`src/rtl/fp_align_prep.sv`:
```
// fp_align_prep: operand-preparation stage of the binary32 adder.
// Unpacks two operands, orders them by magnitude, and produces the saturated
// alignment shift and discarded-bit sticky for the 28-bit right shifter.
// Two-stage elastic pipeline (S1: unpack/order, S2: shift/sticky) with
// back-pressure driven combinationally from out_ready.
module fp_align_prep #(
    parameter int EXP_W  = 8,
    parameter int FRAC_W = 23,
    parameter int SHFT_W = 5
) (
    input  logic                      clk,
    input  logic                      rst,
    input  logic                      in_valid,
    output logic                      in_ready,
    input  logic [EXP_W+FRAC_W:0]     a,
    input  logic [EXP_W+FRAC_W:0]     b,
    output logic                      out_valid,
    input  logic                      out_ready,
    output logic                      big_sign,
    output logic                      eff_sub,
    output logic [EXP_W-1:0]          exp_big,
    output logic [FRAC_W+4:0]         mant_big,
    output logic [FRAC_W+4:0]         mant_small,
    output logic [SHFT_W-1:0]         shft,
    output logic                      sticky,
    output logic                      is_nan,
    output logic                      is_inf
);

    localparam int W        = 1 + EXP_W + FRAC_W;
    localparam int MANT_W   = FRAC_W + 5;
    localparam int SHFT_MAX = (1 << SHFT_W) - 1;

    // One operand after unpacking into shifter format.
    typedef struct packed {
        logic              sign;
        logic [EXP_W-1:0]  e;     // effective exponent (denormal/zero -> 1)
        logic [MANT_W-1:0] m;     // {carry, hidden, fraction, g/r/s}
        logic              nan;
        logic              inf;
    } op_t;

    // Unpack a binary32 word: denormals share exponent 1 with no hidden bit.
    function automatic op_t unpack(input logic [W-1:0] x);
        logic [EXP_W-1:0]  exp_f;
        logic [FRAC_W-1:0] frac_f;
        logic              hidden;
        op_t               u;
        exp_f  = x[W-2 -: EXP_W];
        frac_f = x[FRAC_W-1:0];
        hidden = (exp_f != '0);
        u.sign = x[W-1];
        u.e    = hidden ? exp_f : EXP_W'(1);
        u.m    = {1'b0, hidden, frac_f, 3'b000};
        u.nan  = (&exp_f) & (|frac_f);
        u.inf  = (&exp_f) & ~(|frac_f);
        return u;
    endfunction

    // ------------------------------------------------------------------
    // Handshake
    // ------------------------------------------------------------------
    logic v1, v2;
    logic adv1, adv2;

    assign adv2      = ~v2 | out_ready;
    assign adv1      = ~v1 | adv2;
    assign in_ready  = adv1;
    assign out_valid = v2;

    // ------------------------------------------------------------------
    // Stage 1: unpack, magnitude order, special-value classification
    // ------------------------------------------------------------------
    op_t               op_a, op_b;
    logic              b_big;
    logic              big_sign_n, eff_sub_n, nan_n, inf_n;
    logic [EXP_W-1:0]  e_big_n, e_small_n;
    logic [MANT_W-1:0] m_big_n, m_small_n;

    // Order the operands by |value|; on equal magnitude A stays the big one.
    always_comb begin
        op_a       = unpack(a);
        op_b       = unpack(b);
        // Sign bit excluded: {exp,frac} compares as an unsigned magnitude.
        b_big      = (b[W-2:0] > a[W-2:0]);
        big_sign_n = b_big ? op_b.sign : op_a.sign;
        e_big_n    = b_big ? op_b.e    : op_a.e;
        e_small_n  = b_big ? op_a.e    : op_b.e;
        m_big_n    = b_big ? op_b.m    : op_a.m;
        m_small_n  = b_big ? op_a.m    : op_b.m;
        eff_sub_n  = op_a.sign ^ op_b.sign;
        // inf - inf is invalid and yields NaN, as does any NaN input.
        nan_n      = op_a.nan | op_b.nan | (op_a.inf & op_b.inf & eff_sub_n);
        inf_n      = (op_a.inf | op_b.inf) & ~nan_n;
    end

    logic              s1_big_sign, s1_eff_sub, s1_nan, s1_inf;
    logic [EXP_W-1:0]  s1_e_big, s1_e_small;
    logic [MANT_W-1:0] s1_m_big, s1_m_small;

    // Pipeline valid bits: reset empties both stages, discarding in-flight pairs.
    // NOTE: sequential state uses <= so every flop samples pre-edge values
    // regardless of statement order within or across always_ff blocks.
    always_ff @(posedge clk) begin
        if (rst) begin
            v1 <= 1'b0;
            v2 <= 1'b0;
        end else begin
            if (adv1) v1 <= in_valid;
            if (adv2) v2 <= v1;
        end
    end

    // S1 payload register; loads only when a pair is actually accepted.
    // NOTE: payload flops have no reset -- v1 alone says whether they mean
    // anything, so clearing them would only add reset fan-out.
    always_ff @(posedge clk) begin
        if (adv1 && in_valid) begin
            s1_big_sign <= big_sign_n;
            s1_eff_sub  <= eff_sub_n;
            s1_e_big    <= e_big_n;
            s1_e_small  <= e_small_n;
            s1_m_big    <= m_big_n;
            s1_m_small  <= m_small_n;
            s1_nan      <= nan_n;
            s1_inf      <= inf_n;
        end
    end

    // ------------------------------------------------------------------
    // Stage 2: exponent difference, saturated shift, sticky
    // ------------------------------------------------------------------
    logic [EXP_W-1:0]  d;
    logic [SHFT_W-1:0] shft_n;
    logic [MANT_W-1:0] keep;
    logic              sticky_n;

    // d is never negative because S1 already put the larger exponent on top.
    // The sticky mask selects bit k when k < d, which also caps at MANT_W.
    always_comb begin
        // NOTE: every always_comb output gets a default before any branch or
        // loop, so no path can leave it unassigned and infer a latch.
        keep     = '0;
        d        = s1_e_big - s1_e_small;
        shft_n   = (d > EXP_W'(SHFT_MAX)) ? SHFT_W'(SHFT_MAX) : d[SHFT_W-1:0];
        for (int k = 0; k < MANT_W; k++) begin
            keep[k] = (EXP_W'(k) < d);
        end
        sticky_n = |(s1_m_small & keep);
    end

    // S2 output register: holds while stalled; cleared on reset so the
    // outputs read zero until the first result arrives.
    always_ff @(posedge clk) begin
        if (rst) begin
            big_sign   <= 1'b0;
            eff_sub    <= 1'b0;
            exp_big    <= '0;
            mant_big   <= '0;
            mant_small <= '0;
            shft       <= '0;
            sticky     <= 1'b0;
            is_nan     <= 1'b0;
            is_inf     <= 1'b0;
        end else if (adv2 && v1) begin
            big_sign   <= s1_big_sign;
            eff_sub    <= s1_eff_sub;
            exp_big    <= s1_e_big;
            mant_big   <= s1_m_big;
            mant_small <= s1_m_small;
            shft       <= shft_n;
            sticky     <= sticky_n;
            is_nan     <= s1_nan;
            is_inf     <= s1_inf;
        end
    end

endmodule

```
`config.mk`:
```
export PLATFORM = sky130hd
export DESIGN_NAME = fp_align_prep
export DESIGN_NICKNAME = d
export VERILOG_FILES = /design/src/rtl/fp_align_prep.sv
export SDC_FILE = /design/constraint.sdc
export NUM_CORES = 1
export LEC_CHECK = 0
export BUFFER_PORTS_ARGS = -buffer_cell sky130_fd_sc_hd__buf_2
export CAP_MARGIN = 10
export CORE_UTILIZATION = 29
export DETAILED_ROUTE_END_ITERATION = 6
export PLACE_DENSITY = 0.56
export SLEW_MARGIN = 10
export SYNTH_ARGS = -nofsm -noshare
export SYNTH_HDL_FRONTEND = slang
export SYNTH_SLANG_ARGS = --single-unit
```
`constraint.sdc`:
```
create_clock -name clk -period 4.52 [get_ports clk]
set_input_delay 0.452 -clock clk [delete_from_list [all_inputs] [get_ports clk]]
set_output_delay 0.452 -clock clk [all_outputs]
set_load 0.005 [all_outputs]
```
**Word-level counts from Yosys, hierarchy flattened**

Index checks and enable logic that the tools add are counted.

- Bits in registers: 152
- Input bits: 68
- Output and inout port bits: 76

- Add/sub/neg operators: 1
- Order comparisons: 30
- Mux-type cells: 8
- Bitwise logic cells: 19
- Reductions and logical operators: 9

Operators by type and width:

| cell | count |
|---|---|
| 5-bit by 8-bit < comparator with 1-bit output (first input constant) | 12 |
| 4-bit by 8-bit < comparator with 1-bit output (first input constant) | 8 |
| 27-bit two-way mux | 2 |
| 23-bit OR reduction | 2 |
| 3-bit by 8-bit < comparator with 1-bit output (first input constant) | 4 |
| 8-bit two-way mux | 4 |
| 31-bit > comparator | 1 |
| 28-bit AND | 1 |
| 28-bit OR reduction | 1 |
| 1-bit by 8-bit < comparator with 1-bit output (first input constant) | 2 |
| 2-bit by 8-bit < comparator with 1-bit output (first input constant) | 2 |
| 8-bit AND reduction | 2 |
| 8-bit nonzero test | 2 |
| 8-bit by 5-bit > comparator with 1-bit output (second input constant) | 1 |
| 8-bit subtractor | 1 |
| 1-bit AND | 7 |
| 5-bit two-way mux | 1 |
| 1-bit NOT | 5 |
| 1-bit OR | 5 |
| 1-bit logical AND | 2 |
| 1-bit two-way mux | 1 |
| 1-bit bitwise XOR | 1 |

**Longest topological paths before layout**

- Depth in word-level cells: 8
- Mapped depth: 14
- Mapped depth without buffers: 13

**Worst setup path after synthesis**

Ideal clock, no wire load.

- Path kind: reg2reg
- Start: register s1_e_big[0]
- End: register sticky
- Arrival time: 3.181 ns
- Data required time: 4.387 ns
- Path slack: 1.206 ns
- Stages on the path, launching flop included: 15
- Buffers on the path: 1
- Path through: edfxtp_1 -> inv_1 -> ha_1 -> inv_1 -> fa_1 -> a21o_1 -> a21oi_2 -> nor3b_1 -> or4_1 -> or2_1 -> buf_2 -> o31ai_1 -> nand4_1 -> o41ai_1 -> o41ai_1

- Longest elaborated chain between the ends: 4
- Elaborated cells on any way between the ends: 31
- Classes of those cells: 1 x add/sub; 28 x order compare; 1 x bitwise; 1 x reduce/logical

Ends and longest elaborated chain:

| what | RTL line | RTL |
|---|---|---|
| start, declared | 98 | `logic [EXP_W-1:0] s1_e_big, s1_e_small;` |
| start signal, assigned | 121 | `s1_e_big <= e_big_n;` |
| 8-bit subtractor * | 144 | `d = s1_e_big - s1_e_small;` |
| 1-bit by 8-bit < comparator with 1-bit output (tied with other cells) | 147 | `keep[k] = (EXP_W'(k) < d);` |
| 28-bit AND * | 149 | `sticky_n = \|(s1_m_small & keep);` |
| 28-bit OR reduction * | 149 |  |
| end signal, assigned | 172 | `sticky <= sticky_n;` |
| end, declared | 25 | `output logic sticky,` |

Every way passes the cells marked *; elsewhere a longest branch is shown, timed or not.
A chain may end at the register's enable or synchronous reset.

**Worst setup path after layout**

Same ends and word-level chain as after synthesis.

==> impl_metrics.tcl <==
set metrics [dict create \
    utilization 0.363 \
    port_buffers 135 \
    drv_slew 0 \
    drt_iter0_markers 378 \
    row_count 56 \
    worstReg2RegStart "s1_e_big[0]" \
    synth.distinct_cells 54 \
    finClkSkew_ps 6.42 \
    p_per_area_nw_per_um2 400 \
    path_cells "inv_1 -> ha_1 -> inv_1 -> fa_1 -> a21o_1 -> a21oi_2 -> nor3b_1 -> or4_1 -> nor2_1 -> o211ai_1 -> a2111oi_0 -> and4_1 -> o41ai_1" \
    num_io_pins 144 \
    finalPower_w 0.00341 \
    fp.dieW_um 157 \
    finalSetupViolCount 0 \
    drive_gt1_frac 0.281 \
    worstSetupEndpointType "flip-flop" \
    worst_ep_required_time_ps 4790 \
    grtUsageTotal 0.165 \
    layout.nets 941 \
    cp.arrival_ps 4030 \
    crit_path_start_kind "flip-flop" \
    via_per_inst 4.76 \
    ir_drop_v 0.000242 \
    rsz0062_at_grt "false" \
    async_flop_share 0 \
    synth_ff_type "edfxtp_1" \
    start_util 0.295 \
    r2r_setup_slack_ps 760 \
    cts_tree "built" \
    setup_tns_ps 0 \
    grt_pass1_vias 5330 \
    worst_pin_slew_ps 947 \
    routed_wl_um 19600 \
    die_area_um2 24500 \
    die_h_um 157 \
    via_count 5565 \
    min_path_cells 3 \
    route.detailed.drc 0 \
    cpPeakStageDelay_ps 550 \
    yosys_warnings 0 \
    dpl-instance-area_um2 7910 \
    gr-total-overflow 0 \
    clkTransAtPathRegs_ps 60 \
    hold_path.class "in -> reg" \
    reg2reg_depth 13 \
    holdPathEnd "v1" \
    critPathMaxFanout 10 \
    finalWeightedCongestion 0.886 \
    timing.rr.end "sticky" \
    h-tree-depth 4 \
    cts_setup_buffers 0 \
    cts-resized-gates 0 \
    clockBufferDepth 2 \
    max_freq_mhz 266 \
    ys_ff_latch 136 \
    crit_slowest_cell "nor2_1" \
    grt_max_degree 69 \
    grt_pass1_wl_um 30200 \
    min_period_ps 3760 \
    wl_per_cell_um 16.8 \
    nFillCells 2396 \
    post-route-period-util 0.832 \
    postLayoutCellArea_um2 8510 \
    timing.hold.ws_ps 253 \
    yosysSeqAreaShare 0.491 \
    root_buffer "clkbuf_16" \
    synth-edff-count 68 \
    p_leak_nw 3.62 \
    syn_to_final_growth_pct 22.9 \
    syn_area_per_cell_um2 9.81 \
    syn_area_um2 6930 \
    dp_hpwl_um 14400 \
    cpMostUsedCell "inv_1" \
    status "finished clean" \
    drt_pass1_iterations 4 \
    clk_latency_ps 420 \
    worstHoldStart "in_valid" \
    numCtsBuffers 17 \
    core_um2 23500 \
    cts.sinks 136 \
    path_class "reg -> reg" \
    timing_hold_violations_final 0 \
    cts_hold_buf 0 \
    maxSlewHeadroom 0.368 \
    netlist_instances 706 \
    antenna_left 0 \
    antenna_found_initial 7 \
    cap_viol_max_count 0 \
]
[synthesized netlist by cell type (all sizes together) (11+ instances only)]
master	number	area (µm²)
edfxtp	68	2040
nand4	15	93.8
a21oi	74	374
o21ai	12	60.1
dfxtp	68	1360
nor2	42	158
a21o	13	97.6
inv	44	165
clkbuf	30	113
mux2	61	687
nor4	11	68.8
ha	39	488
nand2	136	510
[layout by cell type (no fill, tap or decap), types with 6 or more instances in the layout]
| cell type | count |
|---|---|
| a21o_1 | 13 |
| a21oi_1 | 73 |
| buf_2 | 135 |
| buf_4 | 6 |
| clkbuf_16 | 20 |
| conb_1 | 8 |
| dfxtp_1 | 68 |
| edfxtp_1 | 68 |
| ha_1 | 39 |
| inv_1 | 44 |
| mux2_2 | 61 |
| nand2_1 | 136 |
| nand4_1 | 15 |
| nor2_1 | 42 |
| nor2b_1 | 6 |
| nor4_1 | 11 |
| o21ai_0 | 11 |
[flip-flops by register name (all words and copies together) (netlist names), 5 cells and up]
| signal | cells |
|---|---|
| exp_big | 8 |
| mant_big | 24 |
| mant_small | 24 |
| s1_e_big | 8 |
| s1_e_small | 8 |
| s1_m_big | 24 |
| s1_m_small | 24 |
| shft | 5 |
[report_power, final]
group | internal [W] | total (W) | switching (W)
registers | 0.00140 | 0.00145 | 0.0000511
clock network | 0.000831 | 0.00136 | 0.000528
logic | 0.000244 | 0.000594 | 0.000350
total | 0.00248 | 0.00341 | 0.000929
[logic make-up after synthesis]
group	count (synthesis)	share of synthesized area
simple gates	239	0.152
flops	136	0.491
compound gates	134	0.118
buf+inv	84	0.0502
mux	66	0.106
fa+ha+maj	40	0.0733
xor+xnor	6	0.00759
other cells	1	0.000541
[per-stage QoR]
step,std cells,worst slack (ps)
after detailed placement,1133,830
after global placement,1133,925
after global routing,1166,467
final,1168,758
after CTS,1165,811
after floorplan,713,1210
[area by class of cell]
class / instances / area, µm² / area share
clock buffer: 24 / 536 / 0.0629
tap: 319 / 399 / 0.0469
inverter: 44 / 165 / 0.0194
timing repair buffer: 141 / 721 / 0.0847
antenna: 3 / 7.51 / 0.000882
clock inverter: 8 / 53.8 / 0.00632
sequential: 136 / 3400 / 0.400
multi-input combinational: 493 / 3220 / 0.379
[critical path: cells and delay by family, from the launching register on]
family | cells | cell delay [ps]
compound gates | 5 | 1060
fa+ha+maj | 2 | 600
buf+inv | 2 | 150
flops | 1 | 380
simple gates | 4 | 1400
[how the worst max path moves through the flow]
stage                startpoint  endpoint  slack (ps)  depth (start not counted)
CTS                 s1_e_big[0]    sticky         810                         13
floorplan           s1_e_big[0]    sticky        1210                         14
finish              s1_e_big[0]    sticky         760                         13
global route        s1_e_big[0]    sticky         470                         13
detailed placement  s1_e_big[0]    sticky         830                         13
global placement    s1_e_big[0]    sticky         930                         13
[layer usage]
layer	routed length [µm]	global-route usage	vias up
met2	8630	0.249	148
met4	272	0.0476	6
met3	1140	0.0529	24
met1	9510	0.223	2634
li1	-	-	2753
met5	43	0	-
Note: power is estimated with default switching activity, not from simulation.
